File: config.mk
export PLATFORM = sky130hd
export DESIGN_NAME = ddr3_app_arbiter_flat
export DESIGN_NICKNAME = d
export VERILOG_FILES = /design/src/rtl/ddr3_app_arbiter_if.sv /design/src/rtl/ddr3_app_arbiter.sv /design/src/flat_wrapper.sv
export SDC_FILE = /design/constraint.sdc
export NUM_CORES = 1
export LEC_CHECK = 0
export CORE_ASPECT_RATIO = 0.5
export CORE_MARGIN = 2
export CORE_UTILIZATION = 36
export DETAILED_ROUTE_END_ITERATION = 12
export GPL_ROUTABILITY_DRIVEN = 0
export PLACE_DENSITY = 0.81
export SLEW_MARGIN = 40
export SYNTH_ARGS = -nofsm -noshare
export SYNTH_HDL_FRONTEND = slang
export SYNTH_SLANG_ARGS = --single-unit
File: constraint.sdc
create_clock -name clk_i -period 2.9 [get_ports clk_i]
set_input_delay 0.58 -clock clk_i [delete_from_list [all_inputs] [get_ports clk_i]]
set_output_delay 0.58 -clock clk_i [all_outputs]
set_load 0.02 [all_outputs]
File: src/rtl/ddr3_app_arbiter_if.sv
// Command-port bundle shared by the write controller, the readout controller,
// the MIG user interface and the arbiter that sits between them.
interface ddr3_app_arbiter_if;
   logic        wr_app_en;
   logic [25:0] wr_app_addr;
   logic        wr_app_rdy;
   logic        rd_app_en;
   logic [25:0] rd_app_addr;
   logic        rd_app_rdy;
   logic        app_en;
   logic [2:0]  app_cmd;
   logic [25:0] app_addr;
   logic        app_rdy;
   logic        wr_grant;
   logic        rd_grant;

   // Arbiter view: takes requests and MIG ready, drives the MIG command and grants
   modport master (
      input  wr_app_en, wr_app_addr, rd_app_en, rd_app_addr, app_rdy,
      output wr_app_rdy, rd_app_rdy, app_en, app_cmd, app_addr, wr_grant, rd_grant
   );

   // Environment view: requesters and MIG
   modport slave (
      output wr_app_en, wr_app_addr, rd_app_en, rd_app_addr, app_rdy,
      input  wr_app_rdy, rd_app_rdy, app_en, app_cmd, app_addr, wr_grant, rd_grant
   );
endinterface

File: src/rtl/ddr3_app_arbiter.sv
// Shares the single MIG command port between the write controller and the
// readout controller: bounded bursts, round-robin on ties, fixed idle gap
// between owners. Commands pass through combinationally while granted.
//
// state  | meaning
// S_IDLE | no owner; waits for calibration and a request
// S_WR   | write controller owns the port
// S_RD   | readout controller owns the port
// S_TURN | port forced idle for TURNAROUND cycles before the owner changes
module ddr3_app_arbiter #(
   parameter int MAX_BURST  = 16,
   parameter int TURNAROUND = 2
) (
   input  logic                clk_i,
   input  logic                rst_i,
   input  logic                init_calib_complete_i,
   ddr3_app_arbiter_if.master  bus
);

   localparam int              CW        = $clog2(MAX_BURST + 1);
   localparam int              TW        = $clog2(TURNAROUND + 1);
   localparam logic [CW-1:0]   CNT_MAX   = CW'(MAX_BURST);
   localparam logic [CW-1:0]   CNT_LAST  = CW'(MAX_BURST - 1);
   localparam logic [TW-1:0]   TURN_LOAD = TW'(TURNAROUND - 1);

   typedef enum logic [1:0] {S_IDLE, S_WR, S_RD, S_TURN} state_t;

   state_t          state_q;
   logic            last_rd_q;
   logic [CW-1:0]   grant_cnt_q;
   logic [CW-1:0]   grant_cnt_d;
   logic [TW-1:0]   turn_cnt_q;
   logic            wr_grant_q;
   logic            rd_grant_q;

   logic            own_wr;
   logic            own_rd;
   logic            app_en_w;
   logic            accept;
   logic            safe;
   logic            burst_full;
   logic            own_req;
   logic            other_req;
   logic            yield;

   assign own_wr = (state_q == S_WR);
   assign own_rd = (state_q == S_RD);

   // Calibration gates the command strobe and both readies, so a requester
   // never sees an acceptance for a command the MIG did not receive.
   assign app_en_w       = init_calib_complete_i &
                           ((own_wr & bus.wr_app_en) | (own_rd & bus.rd_app_en));
   assign bus.app_en     = app_en_w;
   assign bus.app_cmd    = own_rd ? 3'b001 : 3'b000;
   assign bus.app_addr   = own_wr ? bus.wr_app_addr : (own_rd ? bus.rd_app_addr : '0);
   assign bus.wr_app_rdy = own_wr & init_calib_complete_i & bus.app_rdy;
   assign bus.rd_app_rdy = own_rd & init_calib_complete_i & bus.app_rdy;
   assign bus.wr_grant   = wr_grant_q;
   assign bus.rd_grant   = rd_grant_q;

   // A presented command may only be dropped once the MIG has taken it.
   assign accept     = app_en_w & bus.app_rdy;
   assign safe       = ~app_en_w | bus.app_rdy;
   // Counting this cycle's acceptance lets the burst end on exactly MAX_BURST.
   assign burst_full = (grant_cnt_q == CNT_MAX) | (accept & (grant_cnt_q == CNT_LAST));
   assign own_req    = own_wr ? bus.wr_app_en : bus.rd_app_en;
   assign other_req  = own_wr ? bus.rd_app_en : bus.wr_app_en;
   assign yield      = other_req & (~own_req | burst_full) & safe;

   // Saturating count of commands accepted under the current grant
   always_comb begin
      grant_cnt_d = grant_cnt_q;
      if (accept && (grant_cnt_q != CNT_MAX)) grant_cnt_d = grant_cnt_q + CW'(1);
   end

   // Ownership FSM with registered grant flags
   always_ff @(posedge clk_i or posedge rst_i) begin
      if (rst_i) begin
         state_q     <= S_IDLE;
         last_rd_q   <= 1'b1;
         grant_cnt_q <= '0;
         turn_cnt_q  <= '0;
         wr_grant_q  <= 1'b0;
         rd_grant_q  <= 1'b0;
      end else begin
         case (state_q)
            S_IDLE: begin
               if (init_calib_complete_i) begin
                  if (bus.wr_app_en && (!bus.rd_app_en || last_rd_q)) begin
                     state_q     <= S_WR;
                     last_rd_q   <= 1'b0;
                     grant_cnt_q <= '0;
                     wr_grant_q  <= 1'b1;
                  end else if (bus.rd_app_en) begin
                     state_q     <= S_RD;
                     last_rd_q   <= 1'b1;
                     grant_cnt_q <= '0;
                     rd_grant_q  <= 1'b1;
                  end
               end
            end
            S_WR, S_RD: begin
               grant_cnt_q <= grant_cnt_d;
               // app_en is already forced low without calibration, so this is a safe cycle
               if (!init_calib_complete_i) begin
                  state_q    <= S_IDLE;
                  wr_grant_q <= 1'b0;
                  rd_grant_q <= 1'b0;
               end else if (yield) begin
                  state_q    <= S_TURN;
                  turn_cnt_q <= TURN_LOAD;
                  wr_grant_q <= 1'b0;
                  rd_grant_q <= 1'b0;
               end
            end
            S_TURN: begin
               if (turn_cnt_q == '0) begin
                  grant_cnt_q <= '0;
                  if (last_rd_q) begin
                     state_q    <= S_WR;
                     last_rd_q  <= 1'b0;
                     wr_grant_q <= 1'b1;
                  end else begin
                     state_q    <= S_RD;
                     last_rd_q  <= 1'b1;
                     rd_grant_q <= 1'b1;
                  end
               end else begin
                  turn_cnt_q <= turn_cnt_q - TW'(1);
               end
            end
            default: begin
               state_q    <= S_IDLE;
               wr_grant_q <= 1'b0;
               rd_grant_q <= 1'b0;
            end
         endcase
      end
   end

endmodule

File: src/flat_wrapper.sv
// flat-port wrapper written by rule: the top's interface ports become plain ports
module ddr3_app_arbiter_flat 
#(
   parameter int MAX_BURST  = 16,
   parameter int TURNAROUND = 2
)
  (clk_i, rst_i, init_calib_complete_i, bus_wr_app_en, bus_wr_app_addr, bus_rd_app_en, bus_rd_app_addr, bus_app_rdy, bus_wr_app_rdy, bus_rd_app_rdy, bus_app_en, bus_app_cmd, bus_app_addr, bus_wr_grant, bus_rd_grant);
  ddr3_app_arbiter_if bus_i ();
  input  logic clk_i;
  input  logic rst_i;
  input  logic init_calib_complete_i;
  input wire logic [$bits(bus_i.wr_app_en)-1:0] bus_wr_app_en;
  input wire logic [$bits(bus_i.wr_app_addr)-1:0] bus_wr_app_addr;
  input wire logic [$bits(bus_i.rd_app_en)-1:0] bus_rd_app_en;
  input wire logic [$bits(bus_i.rd_app_addr)-1:0] bus_rd_app_addr;
  input wire logic [$bits(bus_i.app_rdy)-1:0] bus_app_rdy;
  output wire logic [$bits(bus_i.wr_app_rdy)-1:0] bus_wr_app_rdy;
  output wire logic [$bits(bus_i.rd_app_rdy)-1:0] bus_rd_app_rdy;
  output wire logic [$bits(bus_i.app_en)-1:0] bus_app_en;
  output wire logic [$bits(bus_i.app_cmd)-1:0] bus_app_cmd;
  output wire logic [$bits(bus_i.app_addr)-1:0] bus_app_addr;
  output wire logic [$bits(bus_i.wr_grant)-1:0] bus_wr_grant;
  output wire logic [$bits(bus_i.rd_grant)-1:0] bus_rd_grant;
  assign bus_i.wr_app_en = bus_wr_app_en;
  assign bus_i.wr_app_addr = bus_wr_app_addr;
  assign bus_i.rd_app_en = bus_rd_app_en;
  assign bus_i.rd_app_addr = bus_rd_app_addr;
  assign bus_i.app_rdy = bus_app_rdy;
  assign bus_wr_app_rdy = bus_i.wr_app_rdy;
  assign bus_rd_app_rdy = bus_i.rd_app_rdy;
  assign bus_app_en = bus_i.app_en;
  assign bus_app_cmd = bus_i.app_cmd;
  assign bus_app_addr = bus_i.app_addr;
  assign bus_wr_grant = bus_i.wr_grant;
  assign bus_rd_grant = bus_i.rd_grant;
  ddr3_app_arbiter #(.MAX_BURST(MAX_BURST), .TURNAROUND(TURNAROUND)) u_core (.clk_i(clk_i), .rst_i(rst_i), .init_calib_complete_i(init_calib_complete_i), .bus(bus_i));
endmodule
==> flow_summary.yaml <==
status:
  outcome: "finished clean"
sta:
  fin_crit_sh: 0.9572
  finalSetupViolCount: 0
  finalHoldViolations: 0
  fmax_mhz: 360.2
  period_needed_ns: 2.776
  rsz0062_at_grt: "no"
  slew_violations: 0
  fin_setup_tns_ns: 0
  finalClockSkew_ns: 0.0006442
power_and_ir_drop:
  p_seq_frac: 0.134
  clkPwrFrac: 0.085
  switching_share: 0.4743
  leakagePower_nw: 1.000
  p_int_mw: 1.146
  ir_drop_uv: 466.4
  p_per_area_mw_per_mm2: 924.7
  power.share.combinational: 0.781
  p_switching_mw: 1.034
yosys:
  synthMuxAreaShare: 0.04524
  synthAdderAreaFrac: 0.08310
  ys_seq_area_frac: 0.2225
  synth-edff-count: 0
  ys.warnings.count: 0
  ys_dominant_reg_cell: "dfrtp_1"
  synth_compound_area_frac: 0.3001
  yosys-top-cells-area: "dfrtp_1, nand2_1, o21ai_0"
  yosys.area_share.simple: 0.2216
  synth_top_area_frac: 0.2031
  async_flop_share: 1.000
  synthXorXnorAreaFrac: 0.01939
  synth-seq-cells: 12
  avgSynthCellArea_um2: 7.058
  synth_area_mm2: 0.001355
  synth_cells: 192
  ys_types: 44
  synth_top_family_by_area: "compound AO/OA/AOI/OAI gates"
  yosys.area.top_type: "dfrtp_1"
placement:
  dp_hpwl_um: 3595
  numPortBuffers: 89
  dpl.cell_count: 324
clocking:
  clock-sinks: 12
  cts-root-buf: "clkbuf_8"
  clk_path_buf_depth: 2
  clk_transition_reported_paths_ns: 0.05
  cts_tree: "done"
  clock_latency_ns: 0.24
  numCtsBuffers: 3
  htree_levels: 1
worst_hold_path:
  hold_depth: 2
  hp-class: "flop to flop"
  holdCritStartpoint: "u_core.bus.rd_grant"
  worstHoldEndpoint: "u_core.bus.rd_grant"
layout:
  fin_cells: 328
  final_cell_mix: "clkdlybuf4s50_1, nand2_1, o21ai_0"
  fillers: 301
  final_util: 0.6717
  diodes: 0
  final_common_cell: "clkdlybuf4s50_1"
  area.growth.synth_to_final_pct: 73.96
  drive_gt1_frac: 0.07581
  fin_nets: 345
die:
  initial_core_util: 0.3861
  dieArea_mm2: 0.004300
  rows: 15
  die_h_um: 47.38
  pin_count: 92
  coreArea_mm2: 0.003510
  die_w_um: 90.77
global_route:
  grt_usage: 0.1979
  grt_max_degree: 27
  grt_overflow_total: 0
  grt_first_pass_wirelength_um: 6782
  first_global_vias: 1505
  antenna_found_initial: 0
drt:
  routed_wl_um: 4573
  vias: 1705
  drtIter0Drc: 81
  ant_nets: 0
  wl_met1_um: 1910
  routed.top_layer: "met4"
  post_drt_wl_per_cell_um: 13.94
  drt-vias-per-instance: 5.198
  drc: 0
  dr_wl_met3_um: 321
  dr.pass1.iters: 5
  wl_met2_um: 2300
critical_path:
  rr_worst_depth: 8
  reg2reg_slack_ns: 0.64
  r2r_end: "u_core.state_q[1]"
  cp-end-kind: "output pin"
  cp.arrival_ns: 2.20
  crit_type: "flop to output pin"
  cp-start-kind: "flop"
  worstReg2RegStart: "u_core.grant_cnt_q[0]"
  worst-path-max-fanout: 13
  cp.required_ns: 2.32
run:
  cap_violations: 0
==> area by class of cell <==
class	count	area [um2]	share of cell area
inverters	17	63.81	0.02707
multi-input cells	147	917.1	0.3891
flip-flops and latches	12	301.5	0.1279
repair buffers	97	955.9	0.4055
well taps	51	63.81	0.02707
clock buffers	4	55.05	0.02335
==> logic make-up (layout without fill, tap and decap cells) <==
family	count (synthesis)	in the layout
other	1	2
and+or+nand+nor	66	66
AOI/OAI and AO/OA	62	62
muxes	5	5
DFF	12	12
buffers and inverters	34	118
adders and majority gates	9	9
xor gates and xnor gates	3	3
==> Yosys cell counts, drive strengths merged, types with 2 or more instances <==
| cell type | count |
|---|---|
| o21ai | 28 |
| nor2 | 6 |
| dfrtp | 11 |
| nor3 | 2 |
| a211oi | 2 |
| nand2 | 42 |
| o22ai | 3 |
| a22o | 12 |
| and3 | 4 |
| buf | 6 |
| a21oi | 7 |
| nand3 | 2 |
| or2 | 2 |
| ha | 9 |
| mux2 | 3 |
| xnor2 | 3 |
| inv | 17 |
| mux2i | 2 |
| and2 | 2 |
| clkbuf | 11 |
==> sequential cells by signal, summed over array words and instances (netlist names) <==
signal / cells
u_core.bus.rd_grant: 1
u_core.bus.wr_grant: 1
u_core.grant_cnt_q: 5
u_core.last_rd_q: 1
u_core.state_q: 2
u_core.turn_cnt_q: 2
==> routing by layer <==
metal | vias to the layer above | global-route usage
li1 | 833 | -
met1 | 792 | 0.2404
met2 | 75 | 0.3761
met3 | 5 | 0.03210
met4 | 0 | 0.07077
met5 | - | 0
==> power groups by stage <==
stage	Sequential, mW	Clock (mW)	Combinational (mW)
3_3_place_gp	0.287	0	1.64
4_1_cts	0.291	0.187	1.70
5_1_grt	0.300	0.196	1.82
6_report	0.293	0.185	1.70
2_1_floorplan	0.286	0	1.05
3_5_place_dp	0.294	0	1.69
==> what timing repair did <==
item	CTS	global route
setup buffers	0	0
gates resized for setup	0	3
hold buffers	0	0
setup endpoints to repair	0	22
hold endpoints to repair	0	0
==> critical path, cell delays in order (launching register included) <==
cell and delay, ns:
dfrtp_1 0.42, inv_1 0.12, ha_2 0.30, buf_4 0.22, nand2_1 0.06, o21ai_0 0.19
clkdlybuf4s50_1 0.64
==> per-stage QoR <==
stage          cell area (um2)  hold slack, ns  power, mW  setup WS, ns
3_5_place_dp              2295          0.5230      1.983        0.2586
4_1_cts                   2350          0.5311      2.182      0.004007
6_report                  2357          0.5259      2.180        0.1241
2_1_floorplan             1359          0.4440      1.335        0.5073
5_1_grt                   2357          0.5472      2.315      0.003632
3_3_place_gp              2295          0.5099      1.924        0.3392
==> worst max-delay path by stage <==
stage,start,end,slack (ns),depth (start not counted)
6_report,u_core.state_q[0],bus_app_addr[18],0.12,6
5_1_grt,u_core.state_q[0],bus_app_addr[18],0.004,6
4_1_cts,u_core.state_q[0],bus_app_addr[6],0.004,6
3_5_place_dp,u_core.state_q[0],bus_app_addr[6],0.26,6
3_3_place_gp,bus_wr_app_en,bus_app_en,0.34,4
2_1_floorplan,u_core.state_q[0],bus_app_addr[0],0.51,6
No activity file was read; power rests on OpenSTA's default activity.
